## src/rtl/prn_sched_pkg.sv

```systemverilog
// prn_sched_pkg: shared FSM state type, LFSR constants and the LFSR step function
package prn_sched_pkg;
  typedef enum logic {IDLE, ISSUE} state_e;
  localparam int LFSR_W = 6;
  localparam logic [LFSR_W-1:0] LFSR_RST = 6'h01;
  localparam int NREQ = 3;
  localparam int PRN_W = 3;
  function automatic logic [LFSR_W-1:0] lfsr_next(input logic [LFSR_W-1:0] s);
    return {s[4:0], s[5] ^ s[4]};
  endfunction
endpackage

```

## src/rtl/prn_lfsr6.sv

```systemverilog
// prn_lfsr6: 6-bit maximal-length LFSR that steps on demand and accepts a parallel load
module prn_lfsr6 import prn_sched_pkg::*; (
  input  logic              clk,
  input  logic              rst_n,
  input  logic              step,
  input  logic              load,
  input  logic [LFSR_W-1:0] load_val,
  output logic [LFSR_W-1:0] state
);
  logic [LFSR_W-1:0] state_d, state_q;
  always_comb state_d = load ? load_val : step ? lfsr_next(state_q) : state_q;
  always_ff @(posedge clk) state_q <= rst_n ? state_d : LFSR_RST;
  assign state = state_q;
endmodule

```

## src/rtl/prn_sched.sv

```systemverilog
// prn_sched: tick-paced round-robin grant scheduler with LFSR word per grant (seed load under PRN_SEED_LOAD_EN)
module prn_sched import prn_sched_pkg::*; #(
  parameter int DIV_W = 23,
  parameter int NREQ  = 3
) (
  input  logic              clk,
  input  logic              rst_n,
`ifdef PRN_SEED_LOAD_EN
  input  logic              seed_we,
  input  logic [LFSR_W-1:0] seed,
`endif
  input  logic [NREQ-1:0]   req,
  output logic [NREQ-1:0]   gnt,
  output logic [PRN_W-1:0]  prn,
  output logic [7:0]        gnt_cnt
);
  logic [DIV_W-1:0] div_d, div_q;
  state_e state_d, state_q;
  logic [1:0] last_d, last_q, s0, s1, s2, win;
  logic [NREQ-1:0] gnt_d, gnt_q;
  logic [PRN_W-1:0] prn_d, prn_q;
  logic [7:0] cnt_d, cnt_q;
  logic [LFSR_W-1:0] lfsr_state, lfsr_nxt, load_val;
  logic tick, load, fire;
`ifdef PRN_SEED_LOAD_EN
  assign load = seed_we;
  assign load_val = seed == '0 ? LFSR_RST : seed;
`else
  assign load = 1'b0;
  assign load_val = LFSR_RST;
`endif
  assign tick = &div_q;
  assign fire = state_q == IDLE && tick && |req && !load;
  assign lfsr_nxt = lfsr_next(lfsr_state);
  always_comb begin
    s0 = last_q == 2'd2 ? 2'd0 : last_q + 2'd1;
    s1 = s0 == 2'd2 ? 2'd0 : s0 + 2'd1;
    s2 = s1 == 2'd2 ? 2'd0 : s1 + 2'd1;
    win = req[s0] ? s0 : req[s1] ? s1 : s2;
    div_d = div_q + DIV_W'(1);
    state_d = fire ? ISSUE : IDLE;
    last_d = fire ? win : last_q;
    gnt_d = fire ? NREQ'(1) << win : '0;
    prn_d = fire ? {lfsr_nxt[1], lfsr_nxt[3], lfsr_nxt[5]} : '0;
    cnt_d = cnt_q + {7'd0, fire};
  end
  always_ff @(posedge clk) begin
    if (!rst_n) begin
      div_q <= '0;
      state_q <= IDLE;
      last_q <= 2'd2;
      gnt_q <= '0;
      prn_q <= '0;
      cnt_q <= '0;
    end else begin
      div_q <= div_d;
      state_q <= state_d;
      last_q <= last_d;
      gnt_q <= gnt_d;
      prn_q <= prn_d;
      cnt_q <= cnt_d;
    end
  end
  prn_lfsr6 u_lfsr (
    .clk(clk),
    .rst_n(rst_n),
    .step(fire),
    .load(load),
    .load_val(load_val),
    .state(lfsr_state)
  );
  assign gnt = gnt_q;
  assign prn = prn_q;
  assign gnt_cnt = cnt_q;
endmodule

```

## config.mk

```make
export PLATFORM = sky130hd
export DESIGN_NAME = prn_sched
export DESIGN_NICKNAME = d
export VERILOG_FILES = /design/src/rtl/prn_sched_pkg.sv /design/src/rtl/prn_lfsr6.sv /design/src/rtl/prn_sched.sv
export SDC_FILE = /design/constraint.sdc
export NUM_CORES = 1
export LEC_CHECK = 0
export ABC_AREA = 1
export CORE_MARGIN = 10
export CORE_UTILIZATION = 40
export DETAILED_ROUTE_END_ITERATION = 8
export PLACE_DENSITY = 0.58
export SYNTH_ARGS = -nofsm -noshare
export SYNTH_HDL_FRONTEND = slang
export SYNTH_HIERARCHICAL = 1
export SYNTH_SLANG_ARGS = --single-unit
```

## constraint.sdc

```tcl
create_clock -name clk -period 2.45 [get_ports clk]
set_clock_uncertainty 0.1 [all_clocks]
set_input_delay 0.3675 -clock clk [delete_from_list [all_inputs] [get_ports clk]]
set_output_delay 0.3675 -clock clk [all_outputs]
set_load 0.1 [all_outputs]
```

Word-level counts from Yosys, hierarchy flattened

Cells that the tools add are included.

Bitwise operators: 2
Add/sub/neg operators: 5
Eq/ne operators: 3
Reduce and logical (&&, ||, !) cells: 5
$lt $le $gt $ge: 2
Shift-type cells: 1
Muxes and demuxes: 10

Operator list:

| operator                                                              | number |
|---|---|
| 23-bit by 1-bit adder with 23-bit output (second input constant)      | 1 |
| 23-bit AND reduction                                                  | 1 |
| 2-bit two-way mux                                                     | 5 |
| 8-bit by 1-bit adder with 8-bit output                                | 1 |
| 2-bit by 1-bit adder with 2-bit output (second input constant)        | 3 |
| 2-bit == test (second input constant)                                 | 3 |
| 2-bit by 3-bit < comparator with 1-bit output (second input constant) | 2 |
| 1-bit binary-select mux with 2-bit select                             | 2 |
| 1-bit two-way mux                                                     | 3 |
| 3-bit OR reduction                                                    | 1 |
| 1-bit by 2-bit << shifter with 3-bit output (first input constant)    | 1 |
| 1-bit logical AND                                                     | 2 |
| 2-bit AND reduction                                                   | 1 |
| 1-bit NOT                                                             | 1 |
| 1-bit bitwise XOR                                                     | 1 |

Input bits: 5
Logic and storage cells: 35
Output and inout port bits: 14
Register bits after elaboration: 46

Depth between registers and ports, before layout

Word-level depth: 9
Depth in mapped cells: 14
Gate-level depth less buffers: 14

Hierarchy

Netlist, hierarchy kept.

Modules (own cells, without submodules):

| module    | seq. area each (µm²) | area each (µm²) | cells each | times used |
|---|---|---|---|---|
| prn_sched | 800.8                | 1900.6          | 267        | 1 |
| prn_lfsr6 | 120.1                | 310.3           | 46         | 1 |

Worst setup path after synthesis

Ideal clock, no wire load.

Path kind: reg2reg
Start: reg div_q[0]
End: reg cnt_q[6], in the netlist gnt_cnt[6]
Setup slack: 0.049 ns
Buffers on the path: 0
Clock period less this slack: 2.401 ns
Required time: 2.227 ns
Arrival: 2.178 ns
Cell stages (with the launch flop): 15
Library setup time: 0.123 ns
Path through: dfxtp_1 ha_1 nand2_2 nor2_8 nand2_4 nor2_4 nand4_2 nor2_4 ha_1 ha_1 nand2_1 nor2_1 nand3_1 o21ai_0 a21oi_1

Cells in the longest elaborated chain, start to end: 4

RTL lines:

| what                                   | line            | text |
|---|---|---|
| start: declaration                     | prn_sched.sv:17 | `logic [DIV_W-1:0] div_d, div_q;` |
| start signal: assignment               | prn_sched.sv:56 | `div_q <= div_d;` |
| 23-bit AND reduction                   | prn_sched.sv:32 | `assign tick = &div_q;` |
| 1-bit logical AND (2 in series)        | prn_sched.sv:33 | `assign fire = state_q == IDLE && tick && \|req && !load;` |
| via fire                               | prn_sched.sv:24 | `logic tick, load, fire;` |
| 8-bit by 1-bit adder with 8-bit output | prn_sched.sv:45 | `cnt_d = cnt_q + {7'd0, fire};` |
| end signal: assignment                 | prn_sched.sv:61 | `cnt_q <= cnt_d;` |
| end: declaration                       | prn_sched.sv:22 | `logic [7:0] cnt_d, cnt_q;` |

The timed path passes the listed nets, and every way through them passes these cells.
A chain may end at the register's enable or synchronous reset.

Worst setup path after layout

Same ends and word-level chain as after synthesis.

==> key figures <==
Logic synthesis
  – Gate Count Post-Synth: approximately 310
  – Post-Synth Simple-Gate Area: 37.7%
  – Synthesis Warnings: 6
  – Async SR Flop Fraction: 0%
  – Mapped Area: 2210 um2
  – #FFs+latches synth: 46
  – Main combinational cell family by area after synthesis: simple AND/OR/NAND/NOR gates
  – Predominant post-synthesis flop cell: dfxtp_1
  – Synth area leader: dfxtp_1
  – Average instance area after synthesis: 7.06 um2
  – Synth Area in Compound Gates: 7.07%
  – Post-synthesis cell type count: 34
  – Synth area leaders: dfxtp_1, nand2_1, nor2_1
  – Yosys top cell area share: 41.7%
  – XOR/XNOR Fraction of Synth Area: 2.77%
  – Number of synthesized flops with an enable pin: 0
  – Sequential area share after synthesis: 41.7%
  – Mux contribution to synthesized area: 0%
  – Synth Area in Adders: 1.70%

Routing
  – DR pass1 iterations: 5
  – Post-DR wirelength/cell: 10.6 um
  – DRT iter0 DRCs: 89
  – Final antenna-violating net count: 0
  – Final WL: 4490 um
  – Drt via density: roughly 4.5
  – Vias: 1,912
  – DR DRC count: 0

CTS
  – CTS H-tree lvls: 2
  – Total CTS buffers: 5
  – CTS tree: built
  – Post-CTS Hold Fix Bufs: 0
  – Clock Latency Late Sink: 0.30 ns
  – Clock-pin transition on the worst setup and hold timing paths: around 0.09 ns
  – CTS Buffer Depth: 2
  – Clock sink total: 46
  – Clock root buffer: clkbuf_8

Die
  – # IOs: 19
  – Die H: between 90 and 100 um
  – Die area: 8900 um2
  – Core area: 5440 um2
  – # rows: 27
  – Die X: 94.3 um
  – Initial Util: about 41%

Worst setup path
  – Reg-to-reg startpoint: div_q[0]$_SDFF_PN0_
  – Slowest-stage cell, CP: dfxtp_2
  – Crit path cell chain: ha_4 > nand2_4 > nor2_8 > nand2_4 > nor2_4 > nand4_4 > nor2_4 > ha_4 > ha_1 > nand2_1 > nor2_2 > nand3_1 > o21ai_1 > a21oi_1
  – Critical Path Source Type: register
  – Top delay family on crit path: simple AND/OR/NAND/NOR gates
  – CP arrival: 2.37 ns
  – CP bufs+invs: 0
  – Kind of critical path: register to register
  – CP max FO: 4
  – Setup crit end kind: register
  – Reg-to-reg setup timing slack: 0.16 ns
  – CP max stage delay: approximately 0.37 ns
  – Crit path from: div_q[0]$_SDFF_PN0_
  – Req. time, crit path: 2.54 ns

Cells and area
  – Antenna diodes: 0
  – Nets@finish: 358
  – Commonest non-fill, non-tap cell in the layout: nand2_1
  – Layout Utilization: 49.1%
  – P&R area growth vs syn: 20.8%
  – Post-route cell area: 2670 um2
  – Share of cells above drive strength 1: ~18%
  – Commonest non-fill, non-tap cells in the layout: nand2_1, nor2_1, dfxtp_1, inv_1, buf_4

Power and ir drop
  – Leak: 1.17 nW
  – Clock Power Share: 35.6%
  – Switching share of total power: 23.6%
  – Pint: 0.000987 W
  – Peak supply drop: approximately 290 uV
  – Comb pwr share: 5.1%
  – Pwr Total: 0.00129 W
  – Sw Pwr: 0.000305 W
  – Seq pwr share: 59.3%
  – Pwr per Cell Area: 484 nW/um2

Timing
  – Final min period: 2.29 ns
  – Worst slew pin tran: approximately 0.53 ns
  – Final worst path period share: between 90% and 100%
  – Final slew viol count: 0
  – Max-slew headroom: 64.4%
  – Final setup fails: 0
  – Peak Freq: 438 MHz
  – Final hold slack: 0.348 ns
  – Final Hold Fails: 0
  – Final worst slack: 0.165 ns

Global routing
  – Initial antenna violation count: 0
  – Overflow left after global routing: 0
  – Pin count of the biggest net entering global routing: 26
  – Number of global-route vias before repair: 1,761
  – GRT Total Usage: a little over a tenth
  – First-pass GRT wire length: 7870 um

Outcome
  – Outcome: completed

Placed design
  – DP HPWL: 3330 um
  – DP Area: 2480 um2
  – Dpl ws: -0.00592 ns
  – Gpl congestion: about 0.82
  – Number of port buffers: 18

Run
  – Max Cap Viol: 0

Min path
  – Worst Hold Class: register to register
  – Hold_sp: u_lfsr/state[0]$_SDFFE_PN1P_
-- power by group through the flow --
stage	combinational, W	sequential, W	clock [W]
floorplan	0.0000437	0.000780	0
detailed placement	0.0000627	0.000781	0
CTS	0.0000628	0.000764	0.000478
global route	0.0000785	0.000768	0.000513
finish	0.0000665	0.000766	0.000460
global placement	0.0000620	0.000781	0
-- state kept, by name, indices dropped and copies added (netlist names) --
name / flops
gnt_cnt: 8
last_q: 2
div_q: 23
gnt: 3
prn: 3
state_q: 1
u_lfsr/state: 6
-- routing by layer --
| metal | vias up | global-route usage (%) | share of wire, % |
|---|---|---|---|
| li1 | 1048 | - | - |
| met1 | 831 | 14.5 | 52 |
| met2 | 28 | 15.9 | 43 |
| met3 | 5 | 3.09 | 3.8 |
| met4 | 0 | 3.67 | 1.3 |
| met5 | - | 0 | 0 |
-- layout make-up --
type                       count  area [um2]
inverter                      45         169
fill                         565        2770
clock inverter                 3        21.3
multi-input combinational    223        1170
clock buffer                   5        68.8
tap                           72        90.1
sequential                    46         923
timing repair buffer          29         228
-- kinds of logic after synthesis --
kind of cell,count (synthesis)
xor gates and xnor gates,7
adders and majority gates,3
AOI/OAI and AO/OA,29
other,2
buffers and inverters,49
and+or+nand+nor,177
DFF,46
-- worst register-to-register path, delay by kind of cell (launching register included) --
kind,cells,cell delay (ns)
AO/OA/AOI/OAI,2,0.18
AND/OR/NAND/NOR,9,1.08
flip-flops,1,0.37
adder cells (fa/ha/maj),3,0.45
-- repair_timing --
item,CTS,global route
setup buffers,0,6
gates resized for setup,0,13
setup endpoints to repair,0,3
-- through the flow --
step | TNS [ns] | instances
finish | 0 | 423
floorplan | 0 | 318
global route | -0.0270 | 423
detailed placement | -0.00592 | 409
CTS | 0 | 417
global placement | 0 | 409
-- worst paths after layout --
check / end / depth (start not counted)
setup / recovery: gnt_cnt[6]$_SDFF_PN0_ / 14
hold reg to reg: prn[2]$_SDFF_PN0_ / 2
setup reg to reg: gnt_cnt[6]$_SDFF_PN0_ / 14
hold / removal: prn[2]$_SDFF_PN0_ / 2
-- synthesized netlist by cell type (all sizes together) (3+ instances only) --
master   n
dfxtp   46
nand3   25
inv     44
xnor2    4
nand2   77
nor3     9
a21oi   17
xor2     3
o21ai    9
ha       3
nor2    55
nand4    7
Note: power is estimated with default switching activity, not from simulation.
